## src/rtl/vga_pattern_scheduler.sv

```systemverilog
// Chooses which test pattern the VGA generator shows. Auto mode cycles through
// the patterns every HOLD_FRAMES frames; a manual request is applied at the next frame edge.
module vga_pattern_scheduler #(
  parameter int NUM_PATTERNS = 4,
  parameter int HOLD_FRAMES  = 60
) (
  input  logic       driver_clk,
  input  logic       sys_rst_n,
  input  logic       fsync_in,
  input  logic       sel_req,
  input  logic [2:0] sel_pattern,
  input  logic       resume,
  output logic       sel_ack,
  output logic [2:0] pattern_sel,
  output logic       pattern_update,
  output logic [7:0] frame_cnt,
  output logic       auto_mode,
  output logic       busy,
  output logic [1:0] state_dbg
);

  typedef enum logic [1:0] {
    SYNC_WAIT = 2'd0,
    AUTO      = 2'd1,
    PENDING   = 2'd2,
    MANUAL    = 2'd3
  } state_e;

  localparam logic [3:0] NP_W    = 4'(NUM_PATTERNS);
  localparam logic [2:0] NP_M1   = 3'(NUM_PATTERNS - 1);
  localparam logic [7:0] HOLD_M1 = 8'(HOLD_FRAMES - 1);

  state_e     state_q, state_d;
  logic       fsync_q, fsync_d;
  logic [2:0] pattern_sel_q, pattern_sel_d;
  logic [2:0] latched_q, latched_d;
  logic [7:0] frame_cnt_q, frame_cnt_d;
  logic       update_q, update_d;
  logic       ack_q, ack_d;
  logic       auto_q, auto_d;
  logic       busy_q, busy_d;

  logic       frame_edge;
  logic [2:0] req_clamped;
  logic [2:0] next_pattern;
  logic [7:0] cnt_sat_inc;

  // Request handshake: the requester raises sel_req with sel_pattern valid and
  // holds both until sel_ack; a request is taken only in AUTO or MANUAL, and
  // sel_ack pulses for exactly one cycle, the cycle after the request is latched.
  always_comb begin
    frame_edge   = fsync_q & ~fsync_in;
    req_clamped  = ({1'b0, sel_pattern} >= NP_W) ? NP_M1 : sel_pattern;
    next_pattern = (pattern_sel_q == NP_M1) ? 3'd0 : pattern_sel_q + 3'd1;
    cnt_sat_inc  = (frame_cnt_q == 8'hFF) ? frame_cnt_q : frame_cnt_q + 8'd1;

    state_d       = state_q;
    fsync_d       = fsync_in;
    pattern_sel_d = pattern_sel_q;
    latched_d     = latched_q;
    frame_cnt_d   = frame_cnt_q;
    update_d      = 1'b0;
    ack_d         = 1'b0;

    case (state_q)
      SYNC_WAIT: begin
        pattern_sel_d = 3'd0;
        if (frame_edge) begin
          state_d     = AUTO;
          frame_cnt_d = 8'd0;
        end
      end

      AUTO: begin
        if (frame_edge) begin
          if (frame_cnt_q >= HOLD_M1) begin
            frame_cnt_d   = 8'd0;
            pattern_sel_d = next_pattern;
            update_d      = 1'b1;
          end else begin
            frame_cnt_d = frame_cnt_q + 8'd1;
          end
        end
        // A request coinciding with a frame edge is only applied at the next edge.
        if (sel_req) begin
          latched_d = req_clamped;
          ack_d     = 1'b1;
          state_d   = PENDING;
        end
      end

      PENDING: begin
        if (frame_edge) begin
          pattern_sel_d = latched_q;
          update_d      = 1'b1;
          frame_cnt_d   = 8'd0;
          state_d       = MANUAL;
        end
      end

      MANUAL: begin
        if (frame_edge) begin
          frame_cnt_d = cnt_sat_inc;
        end
        // A new request takes priority over resume in the same cycle.
        if (sel_req) begin
          latched_d = req_clamped;
          ack_d     = 1'b1;
          state_d   = PENDING;
        end else if (resume) begin
          frame_cnt_d = 8'd0;
          state_d     = AUTO;
        end
      end

      default: begin
        state_d = SYNC_WAIT;
      end
    endcase

    auto_d = (state_d == SYNC_WAIT) || (state_d == AUTO);
    busy_d = (state_d == PENDING);
  end

  always_ff @(posedge driver_clk or negedge sys_rst_n) begin
    if (!sys_rst_n) begin
      state_q       <= SYNC_WAIT;
      fsync_q       <= 1'b1;
      pattern_sel_q <= 3'd0;
      latched_q     <= 3'd0;
      frame_cnt_q   <= 8'd0;
      update_q      <= 1'b0;
      ack_q         <= 1'b0;
      auto_q        <= 1'b1;
      busy_q        <= 1'b0;
    end else begin
      state_q       <= state_d;
      fsync_q       <= fsync_d;
      pattern_sel_q <= pattern_sel_d;
      latched_q     <= latched_d;
      frame_cnt_q   <= frame_cnt_d;
      update_q      <= update_d;
      ack_q         <= ack_d;
      auto_q        <= auto_d;
      busy_q        <= busy_d;
    end
  end

  assign sel_ack        = ack_q;
  assign pattern_sel    = pattern_sel_q;
  assign pattern_update = update_q;
  assign frame_cnt      = frame_cnt_q;
  assign auto_mode      = auto_q;
  assign busy           = busy_q;
  assign state_dbg      = state_q;

endmodule

```

## config.mk

```make
export PLATFORM = sky130hd
export DESIGN_NAME = vga_pattern_scheduler
export DESIGN_NICKNAME = d
export VERILOG_FILES = /design/src/rtl/vga_pattern_scheduler.sv
export SDC_FILE = /design/constraint.sdc
export NUM_CORES = 1
export LEC_CHECK = 0
export ABC_AREA = 1
export CORE_MARGIN = 4
export CORE_UTILIZATION = 56
export DETAILED_ROUTE_END_ITERATION = 8
export GPL_TIMING_DRIVEN = 0
export PLACE_DENSITY_LB_ADDON = 0.15
export SYNTH_ARGS = -nofsm -noshare
export SYNTH_HDL_FRONTEND = slang
export SYNTH_SLANG_ARGS = --single-unit
```

## constraint.sdc

```tcl
create_clock -name driver_clk -period 3.1 [get_ports driver_clk]
set_clock_uncertainty 0.1 [all_clocks]
set_input_delay 0.465 -clock driver_clk [delete_from_list [all_inputs] [get_ports driver_clk]]
set_output_delay 0.465 -clock driver_clk [all_outputs]
set_load 0.005 [all_outputs]
```

# After elaboration in Yosys (flattened, before gate mapping)
# Index checks and enable logic that the tools add are counted.
[totals]
regBits = 21
input_bits = 8
output_inout_bits = 17
elab_cells = 61
[classes]
add_sub_neg = 2
n_lt_le_gt_ge = 2
n_eq_ne = 11
n_mux = 26
n_bitwise = 2
reduce_logical = 9
[op_table]
columns = ["op", "count"]
rows = [
  ["$mux 8", 7],
  ["$pmux 8 s3", 1],
  ["$mux 3", 5],
  ["$mux 2", 5],
  ["$pmux 3 s3", 1],
  ["$add 8x1->8 const B", 1],
  ["$eq 8x8->1 const B", 1],
  ["$ge 8x6->1 const B", 1],
  ["$pmux 2 s4", 1],
  ["$eq 2x2->1 const B", 3],
  ["$ne 2x2->1 const B", 3],
  ["$mux 1", 5],
  ["$eq 2x1->1 const B", 2],
  ["$logic_not 2->1", 2],
  ["$reduce_and 2->1", 2],
  ["$reduce_and 4->1", 1],
  ["$reduce_or 2->1", 2],
  ["$add 3x1->3 const B", 1],
  ["$eq 3x2->1 const B", 1],
  ["$ge 3x3->1 const B", 1],
  ["$reduce_bool 3->1", 1],
  ["$ne 2x1->1 const B", 1],
  ["$pmux 1 s2", 1],
  ["$and 1x1->1", 1],
  ["2 further kinds", 2],
]

# Longest topological paths before layout
[logic_depth]
depth_word = 6
depth_mapped = 10
depth_no_buf = 10

# Least setup slack after synthesis
# OpenSTA, ideal clock, no wires.
[synth_timing]
path_type = "reg2reg"
from = "register state_q[0], in the netlist state_dbg[0]"
to = "register frame_cnt_q[0], in the netlist frame_cnt[0]"
setup_time_ps = 118
arrival_time_ps = 1431
required_ps = 2882
slack_ps = 1451
stages_incl_launch_ff = 11
synth_period_minus_slack_ps = 1649
path_cell_list = "dfrtp_1 inv_1 ha_1 inv_1 nand3_4 nand2_4 inv_4 a21oi_4 inv_2 nand2_1 nand2_1"
[synth_via]
elab_chain_len = 4
word_cells_on_any_way = 9
cone_classes = "eq/ne: 5; mux: 1; reduce/logical: 3"
[synth_lines]
columns = ["item", "line_no", "source"]
rows = [
  ["start: declaration", "33", "state_e state_q, state_d;"],
  ["start signal: assignment", "137", "state_q <= state_d;"],
  ["$eq 2x2->1 or $logic_not 2->1 (tied branches)", "65", "case (state_q)"],
  ["$reduce_or 2->1 (no line)", "--", ""],
  ["$ne 2x1->1 (no line)", "--", ""],
  ["$reduce_and 2->1 (no line)", "--", ""],
  ["end signal: assignment", "141", "frame_cnt_q <= frame_cnt_d;"],
  ["end: declaration", "37", "logic [7:0] frame_cnt_q, frame_cnt_d;"],
]
# Several ways; a longest one is shown, not always the timed one.
# A chain may end at the register's enable or synchronous reset.

# Worst setup path after layout
[layout_timing]
from = "register state_q[1], in the netlist state_dbg[1]"
to = "register frame_cnt_q[5], in the netlist frame_cnt[5]"
# Same word-level chain as after synthesis.

==> impl_metrics.ini <==
[run_status]
status = finished, final reports clean

[clocking]
holdBufCountCts = 0
htree_levels = 1
root_buffer = clkbuf_4
cts-resized-gates = 0
clk_latency_ns = 0.31
post_cts_buffers = 0
cts_made_buffers = 3
tritoncts = yes
clk_pin_slew_ns = 0.12
clock_sinks = 21
clock_path_buffers = 2

[critical_path]
critPathBufInv = 4
path_class = reg -> reg
crit_path_end_kind = register
crit_slowest_cell = dfrtp_1
crit_fanout = 7
cp.required_ns = 3.22
startpoint_type = register
slowest_delay_ns = 0.49
cp_cell_sequence = inv_1 -> ha_1 -> inv_2 -> nand3_4 -> nand2_4 -> inv_4 -> a21oi_4 -> nand2_1 -> nand2_1 -> inv_1
cp_top_family = flip-flops
arrival_ns = 2.05

[yosys]
synth-compound-area-share_pct = 9.099
syn-num-nets = 191
synth-seq-cells = 21
synth_mux_area_share_pct = 0
synth_cell_types = 27
synth-simple-area-share_pct = 36.21
yosysWarnings = 0
synth_xor_area_share_pct = 0
syn_inst = 175
synth_fa_ha_area_share_pct = 7.279
synth_top_family_by_area = simple AND/OR/NAND/NOR gates
synth_area_per_cell_um2 = 7.858
yosysSeqAreaShare_pct = 38.40
syn_area_um2 = 1375

[global_routing]
grt_antenna_before_repair = 0
globalRouteTotalUtil_pct = 22.45
grt_pass1_vias = 1306
grt_max_degree = 22
grt_overflow = 0
grt_pass1_wl_um = 5816

[sta]
slew_headroom_pct = 37.23
drv_slew = 0
fin_crit_ns = 1.926
finalHoldViolCount = 0
fin_crit_sh_pct = 62.14
rsz0062_at_grt = false
fin_tns_setup_ns = 0
clock.fmax_mhz = 519.1
final-setup-viol-count = 0
worst_slew_pin_slew_ns = 0.9386

[power]
p_leak_uw = 0.0008615
p_int_uw = 692.4
seqPwrFrac_pct = 32.4
swShare_pct = 45.98
combPwrFrac_pct = 56.9
p_clk_share_pct = 10.7
powerDensity_nw_per_um2 = 764.5
ir_drop_mv = 0.6070
p_sw_uw = 589.4

[floorplanning]
io_pins = 25
initial_utilization_pct = 60.42
die_w_um = 57.55
die-height_um = 57.55
rows = 17
die-area_um2 = 3312
core_um2 = 2276

[route]
drt_iter0_markers = 33
dr.pass1.iters = 4
viasPerCell = 5.303
antenna_left = 0
avgRoutedWirePerCell_um = 13.70
drt_wl_total_um = 3165
drc = 0
num_vias = 1225

[placement]
dpl.hpwl_um = 2491
placed_area_um2 = 1650
place_congestion = 0.8199
portBuffers = 24

[run]
max_cap_violations = 0

[layout]
syn2layout_area_growth_pct = 21.93
drive_gt1_share_pct = 15.27
antenna_cells = 0
fin_nets = 220
fin_area_um2 = 1677

[min_path]
min-delay-path-class = reg -> reg
## flip-flops by register name (all words and copies together) (netlist names)
signal and count:
state_dbg 2, sel_ack 1, pattern_update 1, fsync_q 1
busy 1, auto_mode 1, latched_q 3, frame_cnt 8
pattern_sel 3
## worst min-delay path, stage by stage, from the launching register on
cell and delay (ns):
dfrtp_1 0.34, inv_1 0.05, nor2_1 0.09
## through the flow
step,setup WS [ns],hold slack (ns),total power (uW),instances,util [%]
global placement,1.136,0.3756,1099,227,72.51
CTS,1.165,0.4176,1284,231,73.67
detailed placement,1.076,0.3900,1145,227,72.51
global route,1.014,0.4590,1396,231,73.67
floorplan,1.451,0.06941,895.2,175,-
finish,1.174,0.4137,1282,231,73.67
## routing by layer
layer,up-vias,global-route usage (%),routed length (um)
li1,609,-,-
met1,561,26.58,1378
met2,47,39.84,1567
met3,8,3.394,157
met4,0,9.603,61
met5,-,0,0
## cell usage after synthesis
library cell	count	area [um2]
o32ai_1	1	8.760
ha_1	8	100.1
a21oi_1	7	35.03
nand2_2	3	18.77
a31oi_1	1	6.260
nand2_4	6	67.56
nor2_8	1	20.02
inv_1	23	86.33
o21bai_1	1	7.510
o22ai_1	2	12.51
nor2_2	3	18.77
inv_4	1	6.260
nand3_4	2	35.03
nand4_1	4	25.02
a21oi_4	1	16.27
inv_6	1	8.760
inv_2	6	22.52
a21oi_2	1	8.760
dfstp_2	2	52.55
nor2_1	17	63.81
o21ai_1	3	15.01
nand2_1	46	172.7
nand3_1	13	65.06
dfrtp_1	19	475.5
nor2_4	1	11.26
a21boi_1	1	7.510
o31ai_1	1	7.510
## final cells by class
class / count / area, um2
Multi-Input combinational cell: 123 / 723.2
Clock buffer: 4 / 26.28
Fill cell: 183 / 599.3
Tap cell: 28 / 35.03
Timing Repair Buffer: 24 / 240.2
Inverter: 31 / 123.9
Sequential cell: 21 / 528.0
## path summary, 6_finish.rpt
check | startpoint | slack (ns) | to | cells past startpoint
min in group asynchronous | sys_rst_n | 0.56 | frame_cnt[7]$_DFFE_PN0P_ | 1
min reg2reg | latched_q[2]$_DFFE_PN0P_ | 0.41 | latched_q[2]$_DFFE_PN0P_ | 2
max in group asynchronous | sys_rst_n | 1.76 | busy$_DFF_PN0_ | 1
min | latched_q[2]$_DFFE_PN0P_ | 0.41 | latched_q[2]$_DFFE_PN0P_ | 2
max reg2reg | state_dbg[1]$_DFF_PN0_ | 1.17 | frame_cnt[5]$_DFFE_PN0P_ | 10
max | state_dbg[1]$_DFF_PN0_ | 1.17 | frame_cnt[5]$_DFFE_PN0P_ | 10
## power groups by stage
stage	Combinational [uW]	Clock [uW]	Sequential, uW
final	729	137	416
after global placement	684	0	415
after global routing	815	152	429
after detailed placement	724	0	421
after CTS	729	139	416
after floorplan	482	0	414
## kinds of logic (layout without fill, tap and decap cells)
| logic type | Yosys count | count (layout) |
|---|---|---|
| buf+inv | 31 | 59 |
| flops | 21 | 21 |
| compound gates | 19 | 19 |
| fa+ha+maj | 8 | 8 |
| simple gates | 96 | 96 |
## cell usage in the layout (no fill, tap or decap), drive strengths merged
master,instances
dfstp,2
nand3,15
o31ai,1
a21boi,1
nor2,22
o22ai,2
nand2,55
o32ai,1
a31oi,1
dfrtp,19
o21ai,3
clkdlybuf4s50,24
nand4,4
ha,8
inv,31
clkbuf,4
o21bai,1
a21oi,9
Note: power is estimated with default switching activity, not from simulation.
